--- src/rtl/mio_pkg.sv ---
// Shared types for the MIO arbiter: FSM state codes, requester identity, counter width.
package mio_pkg;

  typedef enum logic [1:0] {
    StIdle   = 2'd0,
    StAccess = 2'd1,
    StResp   = 2'd2
  } state_e;

  typedef enum logic {
    WinCpu = 1'b0,
    WinDma = 1'b1
  } winner_e;

  localparam int unsigned CntW = 4;

endpackage

--- src/rtl/mio_wait_cnt.sv ---
// Memory wait-state counter: loadable down-counter with a zero flag.
module mio_wait_cnt
  import mio_pkg::*;
(
  input  logic            clk,
  input  logic            reset,
  input  logic            i_load,
  input  logic [CntW-1:0] i_load_val,
  input  logic            i_dec,
  output logic            o_zero
);

  logic [CntW-1:0] r_cnt;

  always_ff @(posedge clk or negedge reset) begin
    if (!reset) begin
      r_cnt <= '0;
    end else if (i_load) begin
      r_cnt <= i_load_val;
    end else if (i_dec && (r_cnt != '0)) begin
      r_cnt <= r_cnt - 1'b1;
    end
  end

  assign o_zero = (r_cnt == '0);

endmodule

--- src/rtl/mio_arbiter.sv ---
// Two-requester (CPU, DMA) memory arbiter with a fixed-latency access FSM.
// Define ARB_RR_EN for round-robin tie-break; otherwise the CPU wins every tie.
module mio_arbiter
  import mio_pkg::*;
#(
  parameter int unsigned WAIT_CYCLES = 2,
  parameter int unsigned AW          = 32
) (
  input  logic          clk,
  input  logic          reset,
  input  logic          CPU_MIO,
  input  logic          MemRead,
  input  logic          MemWrite,
  input  logic [AW-1:0] cpu_addr,
  input  logic [31:0]   cpu_wdata,
  output logic          MIO_ready,
  input  logic          dma_req,
  input  logic          dma_we,
  input  logic [AW-1:0] dma_addr,
  input  logic [31:0]   dma_wdata,
  output logic          dma_ack,
  output logic [31:0]   rd_data,
  output logic          mem_en,
  output logic          mem_we,
  output logic [AW-1:0] mem_addr,
  output logic [31:0]   mem_wdata,
  input  logic [31:0]   mem_rdata,
  output logic [1:0]    state_out
);

  state_e          r_state;
  winner_e         r_owner;
  logic            r_mio_ready;
  logic            r_dma_ack;
  logic [31:0]     r_rd_data;
  logic            r_mem_en;
  logic            r_mem_we;
  logic [AW-1:0]   r_mem_addr;
  logic [31:0]     r_mem_wdata;
`ifdef ARB_RR_EN
  winner_e         r_last;
`endif

  logic            w_cpu_req;
  logic            w_any_req;
  winner_e         w_win;
  logic            w_win_we;
  logic [AW-1:0]   w_win_addr;
  logic [31:0]     w_win_wdata;
  logic            w_load;
  logic            w_dec;
  logic            w_cnt_zero;

  // A bare CPU_MIO without a read/write qualifier is not a request.
  assign w_cpu_req = CPU_MIO & (MemRead | MemWrite);
  assign w_any_req = w_cpu_req | dma_req;

  always_comb begin
`ifdef ARB_RR_EN
    if (w_cpu_req && dma_req) begin
      w_win = (r_last == WinCpu) ? WinDma : WinCpu;
    end else begin
      w_win = w_cpu_req ? WinCpu : WinDma;
    end
`else
    w_win = w_cpu_req ? WinCpu : WinDma;
`endif
    w_win_we    = (w_win == WinCpu) ? MemWrite  : dma_we;
    w_win_addr  = (w_win == WinCpu) ? cpu_addr  : dma_addr;
    w_win_wdata = (w_win == WinCpu) ? cpu_wdata : dma_wdata;
  end

  assign w_load = (r_state == StIdle) && w_any_req;
  assign w_dec  = (r_state == StAccess) && !w_cnt_zero;

  mio_wait_cnt u_wait_cnt (
    .clk        (clk),
    .reset      (reset),
    .i_load     (w_load),
    .i_load_val (CntW'(WAIT_CYCLES - 1)),
    .i_dec      (w_dec),
    .o_zero     (w_cnt_zero)
  );

  always_ff @(posedge clk or negedge reset) begin
    if (!reset) begin
      r_state     <= StIdle;
      r_owner     <= WinCpu;
      r_mio_ready <= 1'b0;
      r_dma_ack   <= 1'b0;
      r_rd_data   <= '0;
      r_mem_en    <= 1'b0;
      r_mem_we    <= 1'b0;
      r_mem_addr  <= '0;
      r_mem_wdata <= '0;
`ifdef ARB_RR_EN
      r_last      <= WinDma;
`endif
    end else begin
      r_mio_ready <= 1'b0;
      r_dma_ack   <= 1'b0;
      case (r_state)
        StIdle: begin
          if (w_any_req) begin
            r_state     <= StAccess;
            r_owner     <= w_win;
            r_mem_en    <= 1'b1;
            r_mem_we    <= w_win_we;
            r_mem_addr  <= w_win_addr;
            r_mem_wdata <= w_win_wdata;
`ifdef ARB_RR_EN
            r_last      <= w_win;
`endif
          end
        end
        StAccess: begin
          if (w_cnt_zero) begin
            // r_mem_we still holds the latched direction on this final access edge.
            if (!r_mem_we) begin
              r_rd_data <= mem_rdata;
            end
            r_mem_en    <= 1'b0;
            r_mem_we    <= 1'b0;
            r_mio_ready <= (r_owner == WinCpu);
            r_dma_ack   <= (r_owner == WinDma);
            r_state     <= StResp;
          end
        end
        StResp: begin
          r_state <= StIdle;
        end
        default: begin
          r_state  <= StIdle;
          r_mem_en <= 1'b0;
          r_mem_we <= 1'b0;
        end
      endcase
    end
  end

  assign MIO_ready = r_mio_ready;
  assign dma_ack   = r_dma_ack;
  assign rd_data   = r_rd_data;
  assign mem_en    = r_mem_en;
  assign mem_we    = r_mem_we;
  assign mem_addr  = r_mem_addr;
  assign mem_wdata = r_mem_wdata;
  assign state_out = r_state;

endmodule
--- config.mk ---
export PLATFORM = sky130hd
export DESIGN_NAME = mio_arbiter
export DESIGN_NICKNAME = d
export VERILOG_FILES = /design/src/rtl/mio_pkg.sv /design/src/rtl/mio_wait_cnt.sv /design/src/rtl/mio_arbiter.sv
export SDC_FILE = /design/constraint.sdc
export NUM_CORES = 1
export LEC_CHECK = 0
export BUFFER_PORTS_ARGS = -buffer_cell sky130_fd_sc_hd__buf_2
export CORE_MARGIN = 8
export CORE_UTILIZATION = 46
export CTS_BUF_LIST = sky130_fd_sc_hd__clkbuf_8
export DETAILED_ROUTE_END_ITERATION = 16
export GPL_TIMING_DRIVEN = 1
export HOLD_SLACK_MARGIN = 0.08
export PLACE_DENSITY_LB_ADDON = 0.05
export REMOVE_ABC_BUFFERS = 1
export SETUP_SLACK_MARGIN = 0.4
export SLEW_MARGIN = 25
export SYNTH_ARGS = -nofsm -noshare
export SYNTH_HDL_FRONTEND = slang
export SYNTH_HIERARCHICAL = 1
export SYNTH_SLANG_ARGS = --single-unit
--- constraint.sdc ---
create_clock -name clk -period 2.6 [get_ports clk]
set_input_delay 0.26 -clock clk [delete_from_list [all_inputs] [get_ports clk]]
set_output_delay 0.26 -clock clk [all_outputs]
set_load 0.02 [all_outputs]
# Word-level counts from Yosys, hierarchy flattened

Index checks and enable logic that the tools add are counted.

Output and inout port bits: 102
Input bits: 167
Word-level logic and storage cells: 51
Flip-flop bits (word level): 107

Add/sub/neg operators: 1
Reductions and logical operators: 12
Mux-type cells: 18
Eq/ne operators: 4
Bitwise logic cells: 6

Operators with widths:

| cell                | count |
|---|---|
| $mux 32             | 2 |
| $mux 1              | 9 |
| $mux 4              | 2 |
| $pmux 1 s3          | 2 |
| $reduce_and 3->1    | 2 |
| $logic_not 4->1     | 1 |
| $mux 2              | 2 |
| $ne 2x2->1 const B  | 2 |
| $pmux 2 s2          | 1 |
| $reduce_and 2->1    | 2 |
| $reduce_bool 4->1   | 1 |
| $sub 4x1->4 const B | 1 |
| $logic_and 1x1->1   | 3 |
| $not 1->1           | 3 |
| $eq 2x1->1 const B  | 1 |
| $eq 2x2->1 const B  | 1 |
| $logic_not 2->1     | 1 |
| $or 1x1->1          | 2 |
| $reduce_bool 2->1   | 1 |
| $and 1x1->1         | 1 |
| $logic_not 1->1     | 1 |

# Depth between registers and ports, before layout

Depth in word-level cells: 6
Depth in mapped cells: 8
Depth with buffers taken out: 8

# Hierarchy

The synthesis kept the hierarchy.

Modules (own cells, without submodules):

| module       | times used | area an instance (sq um) | cells each |
|---|---|---|---|
| mio_arbiter  | 1          | 4679.5                   | 392 |
| mio_wait_cnt | 1          | 252.7                    | 27 |

# Least setup slack after synthesis

No wires, ideal clock.

Path type: reg2reg
From: register u_wait_cnt.r_cnt[0]
To: register u_wait_cnt.r_cnt[3]
Data required time: 2.474 ns
Arrival: 2.103 ns
Path buffers: 0
Stages on the path, launching flop included: 9
Library setup time: 0.126 ns
Period minus slack after synthesis: 2.229 ns
Path slack: 0.371 ns
Cell sequence: dfrtp_1 > inv_1 > ha_1 > or3b_4 > inv_1 > nor3b_1 > nor4b_1 > nor3b_1 > a221o_1

Word-level cells in the longest chain between the ends: 5
Elaborated cells on any way between the ends: 9
Classes of those cells: add/sub (1); mux (2); reduce/logical (6)

RTL lines:

| element                            | RTL line           | text |
|---|---|---|
| start: declaration                 | mio_wait_cnt.sv:13 | `logic [CntW-1:0] r_cnt;` |
| start signal: assignment           | mio_wait_cnt.sv:19 | `r_cnt <= i_load_val;` |
| start signal: assignment           | mio_wait_cnt.sv:21 | `r_cnt <= r_cnt - 1'b1;` |
| $logic_not 4->1                    | mio_wait_cnt.sv:25 | `assign o_zero = (r_cnt == '0);` |
| named net w_cnt_zero               | mio_arbiter.sv:52  | `logic w_cnt_zero;` |
| $logic_not 1->1                    | mio_arbiter.sv:74  | `assign w_dec = (r_state == StAccess) && !w_cnt_zero;` |
| $logic_and 1x1->1                  | mio_arbiter.sv:74  |  |
| named net w_dec                    | mio_arbiter.sv:51  | `logic w_dec;` |
| $logic_and 1x1->1                  | mio_wait_cnt.sv:20 | `end else if (i_dec && (r_cnt != '0)) begin` |
| $reduce_bool 2->1 (no source line) | -                  |  |

The timed path passes the listed nets, and every way through them passes these cells. The select of a mux whose other input is x is not followed.
A chain may end at the register's enable or synchronous reset.

# Final worst setup path

From: register u_wait_cnt.r_cnt[0]
To: register r_rd_data[5], in the netlist rd_data[5]

Word-level cells in the longest chain between the ends: 2

RTL lines:

| element                           | RTL line           | text |
|---|---|---|
| $logic_not 4->1                   | mio_wait_cnt.sv:25 |  |
| named net w_cnt_zero              | mio_arbiter.sv:52  |  |
| $reduce_and 3->1 (no source line) | -                  |  |
| end signal: assignment            | mio_arbiter.sv:120 | `r_rd_data <= mem_rdata;` |
| end: declaration                  | mio_arbiter.sv:35  | `logic [31:0] r_rd_data;` |

The timed path passes the listed nets, and every way through them passes these cells.

==> impl_metrics.yaml <==
timing:
  rsz0062_at_grt: "yes"
  post-route-period-util_pct: 82.51
  holdWs_ns: 0.1169
  setup_viol: 0
  slew_headroom_pct: 61.44
  worst-slew-pin-transition_ns: 0.5784
  hold_viol: 0
  slew_viol_final: 0
  clock.fmax_ghz: 0.4662
  skew_ns: 0.007599
  period_needed_ns: 2.145
critical_path:
  critPathMaxStageDelay_ns: 0.41
  crit_top_cell: "inv_2"
  worstPathCellList: "inv_2 > ha_4 > or3b_4 > inv_2 > nand3b_1 > nor2_4 > buf_6 > buf_12 > buf_16 > mux2_2"
  crit_family: "simple AND/OR/NAND/NOR gates"
  cp.required_ns: 2.85
  worstSetupPathType: "flop to flop"
  crit_path_start_kind: "flop"
  cp.arrival_ns: 2.40
  end_kind: "flop"
  cp_slowest_cell: "dfrtp_1"
  path_buf_inv: 5
  crit_path_max_fanout: 8
logic_synthesis:
  yosys_warnings: 6
  synth_edf_count: 0
  netlist_area_sq_mm: 0.004932
  synth_top_area_cell: "dfrtp_1"
  synth_cell_types: 37
  synth_area_leaders: "dfrtp_1 (54%), and3_1 (16%), a211o_1 (11%)"
  synth-async-reset-ratio_pct: 100.0
  synth_most_common_cell: "and3_1"
  ys_ff_latch: 107
  synth_flop_cell: "dfrtp_1"
  synthDominantCellAreaShare_pct: 54.29
  synth_common_cells: "and3_1 (128), dfrtp_1 (107), a211o_1 (64)"
  syn_inst: 419
  seq_area_frac_synth_pct: 54.29
  avgSynthCellArea_sq_um: 11.77
pwr:
  power_mw: 8.110
  switching_share_pct: 41.34
  p_comb_share_pct: 50.2
  switchingPower_mw: 3.352
  p_leak_nw: 4.233
  power_frac_seq_pct: 36.1
  power.density_mw_per_mm2: 1197
  clock_power_share_pct: 13.7
  ir_worst_vdd_v: 0.0006889
  p_int_mw: 4.757
floorplanning:
  die-area_sq_mm: 0.01429
  die_w_microns: 119.6
  start_util_pct: 46.31
  core_sq_mm: 0.01065
  num_rows: 38
  io_pins: 269
  die_h_microns: 119.6
final_layout:
  fillers: 910
  fin_util_pct: 63.63
  syn_to_final_growth_pct: 37.39
  layout.nets: 854
  diodes: 0
  layout-drive-gt1-share_pct: 49.93
  fin_area_sq_mm: 0.006777
placed_design:
  place_hpwl_mm: 12.04
  postPlaceCellArea_sq_mm: 0.006366
  port_buffers: 268
  routabilityCongestion: 0.7612
route:
  firstDrtPassIters: 4
  routedWlPerCell_microns: 20.22
  ant_nets: 0
  vias_per_cell: 5.487
  drc: 0
  num_vias: 4560
  drt_iter0_drc: 349
  finalWirelength_mm: 16.80
clock_tree:
  path_clk_slew_ns: 0.10
  cts_buffers: 9
  cts_root_buf: "clkbuf_8"
  htree_levels: 3
  cts_tree: "done"
  clkSinkCount: 107
  clock_latency_ns: 0.36
  cts_buffer_depth: 2
run_status:
  outcome: "finished clean"
hold_path:
  hp-class: "primary input to flop"
grt:
  grt_pass1_vias: 4937
  antenna_found_initial: 0
  grt-ovfl-total: 0
  grt_max_degree: 69
  grt_pass1_wl_mm: 26.77
  grt_usage_pct: 23.10
job:
  maxCapViolations: 0
path summary, 6_finish.rpt:
check / from / to / slack (ns) / cells past startpoint
worst max-delay path: u_wait_cnt/r_cnt[0] / rd_data[5] / 0.45 / 10
worst min-delay path: mem_rdata[11] / rd_data[11] / 0.12 / 2
worst max register to register: u_wait_cnt/r_cnt[0] / rd_data[5] / 0.45 / 10
worst min register to register: r_owner / MIO_ready / 0.47 / 1
max in group asynchronous: reset / u_wait_cnt/r_cnt[1] / 1.41 / 3
min in group asynchronous: reset / mem_addr[18] / 0.43 / 2
cell usage in the layout, fill, tap and decap left out, types with 3 or more instances in the layout:
cell type / count
and3_1: 128
clkbuf_8: 10
mux2_1: 8
inv_1: 6
mux2_2: 21
buf_4: 19
a211o_1: 64
a21oi_1: 4
nand2_1: 5
conb_1: 4
buf_2: 267
buf_12: 3
dfrtp_1: 107
nor2_1: 4
inv_2: 3
mux2_4: 3
repair_timing:
item,CTS,global route
endpoints found under the hold margin,39,0
gates resized for setup,7,6
cloned,2,0
setup endpoints to repair,32,33
pin swaps,1,2
buffers inserted,7,3
hold buffers,1,0
per-layer routing:
metal	vias up	global-route usage, %	routed length (microns)
met4	0	9.055	376
met5	-	0	0
met2	202	38.25	8214
met3	26	8.220	1585
met1	2248	26.95	6628
li1	2084	-	-
state kept, by name, indices dropped and copies added (netlist names):
name,count
MIO_ready,1
dma_ack,1
mem_addr,32
mem_en,1
mem_wdata,32
mem_we,1
r_owner,1
rd_data,32
state_out,2
u_wait_cnt/r_cnt,4
cells by family after synthesis:
logic type / count (synthesis) / share of synthesized area [%]
other: 2 / 0.1523
muxes: 32 / 7.306
and+or+nand+nor: 151 / 19.13
adders and majority gates: 1 / 0.2536
buffers and inverters: 46 / 5.327
AOI/OAI and AO/OA: 80 / 13.55
DFF: 107 / 54.29
metrics by stage:
stage                     setup WS [ns]  instances  TNS [ns]
final                            0.4548        831         0
after global routing             0.3804        831         0
after CTS                        0.4059        828         0
after detailed placement         0.3751        802         0
after global placement           0.4575        802         0
after floorplan                 -0.8116        382    -55.40
power by group through the flow:
stage | Clock [mW] | Sequential [mW] | Combinational, mW
detailed placement | 0 | 2.93 | 3.91
CTS | 1.15 | 2.91 | 4.06
global placement | 0 | 2.89 | 3.85
finish | 1.11 | 2.92 | 4.07
global route | 1.20 | 3.01 | 4.39
floorplan | 0 | 3.83 | 1.41
area by class of cell:
class / instances / area, sq um / area share [%]
flip-flops and latches: 107 / 2678 / 39.51
clock inverters: 6 / 81.33 / 1.200
inverters: 7 / 26.28 / 0.3877
clock buffers: 10 / 137.6 / 2.031
repair buffers: 293 / 1615 / 23.84
well taps: 140 / 175.2 / 2.585
multi-input cells: 268 / 2063 / 30.45
Power figures use the tool's default switching activity.
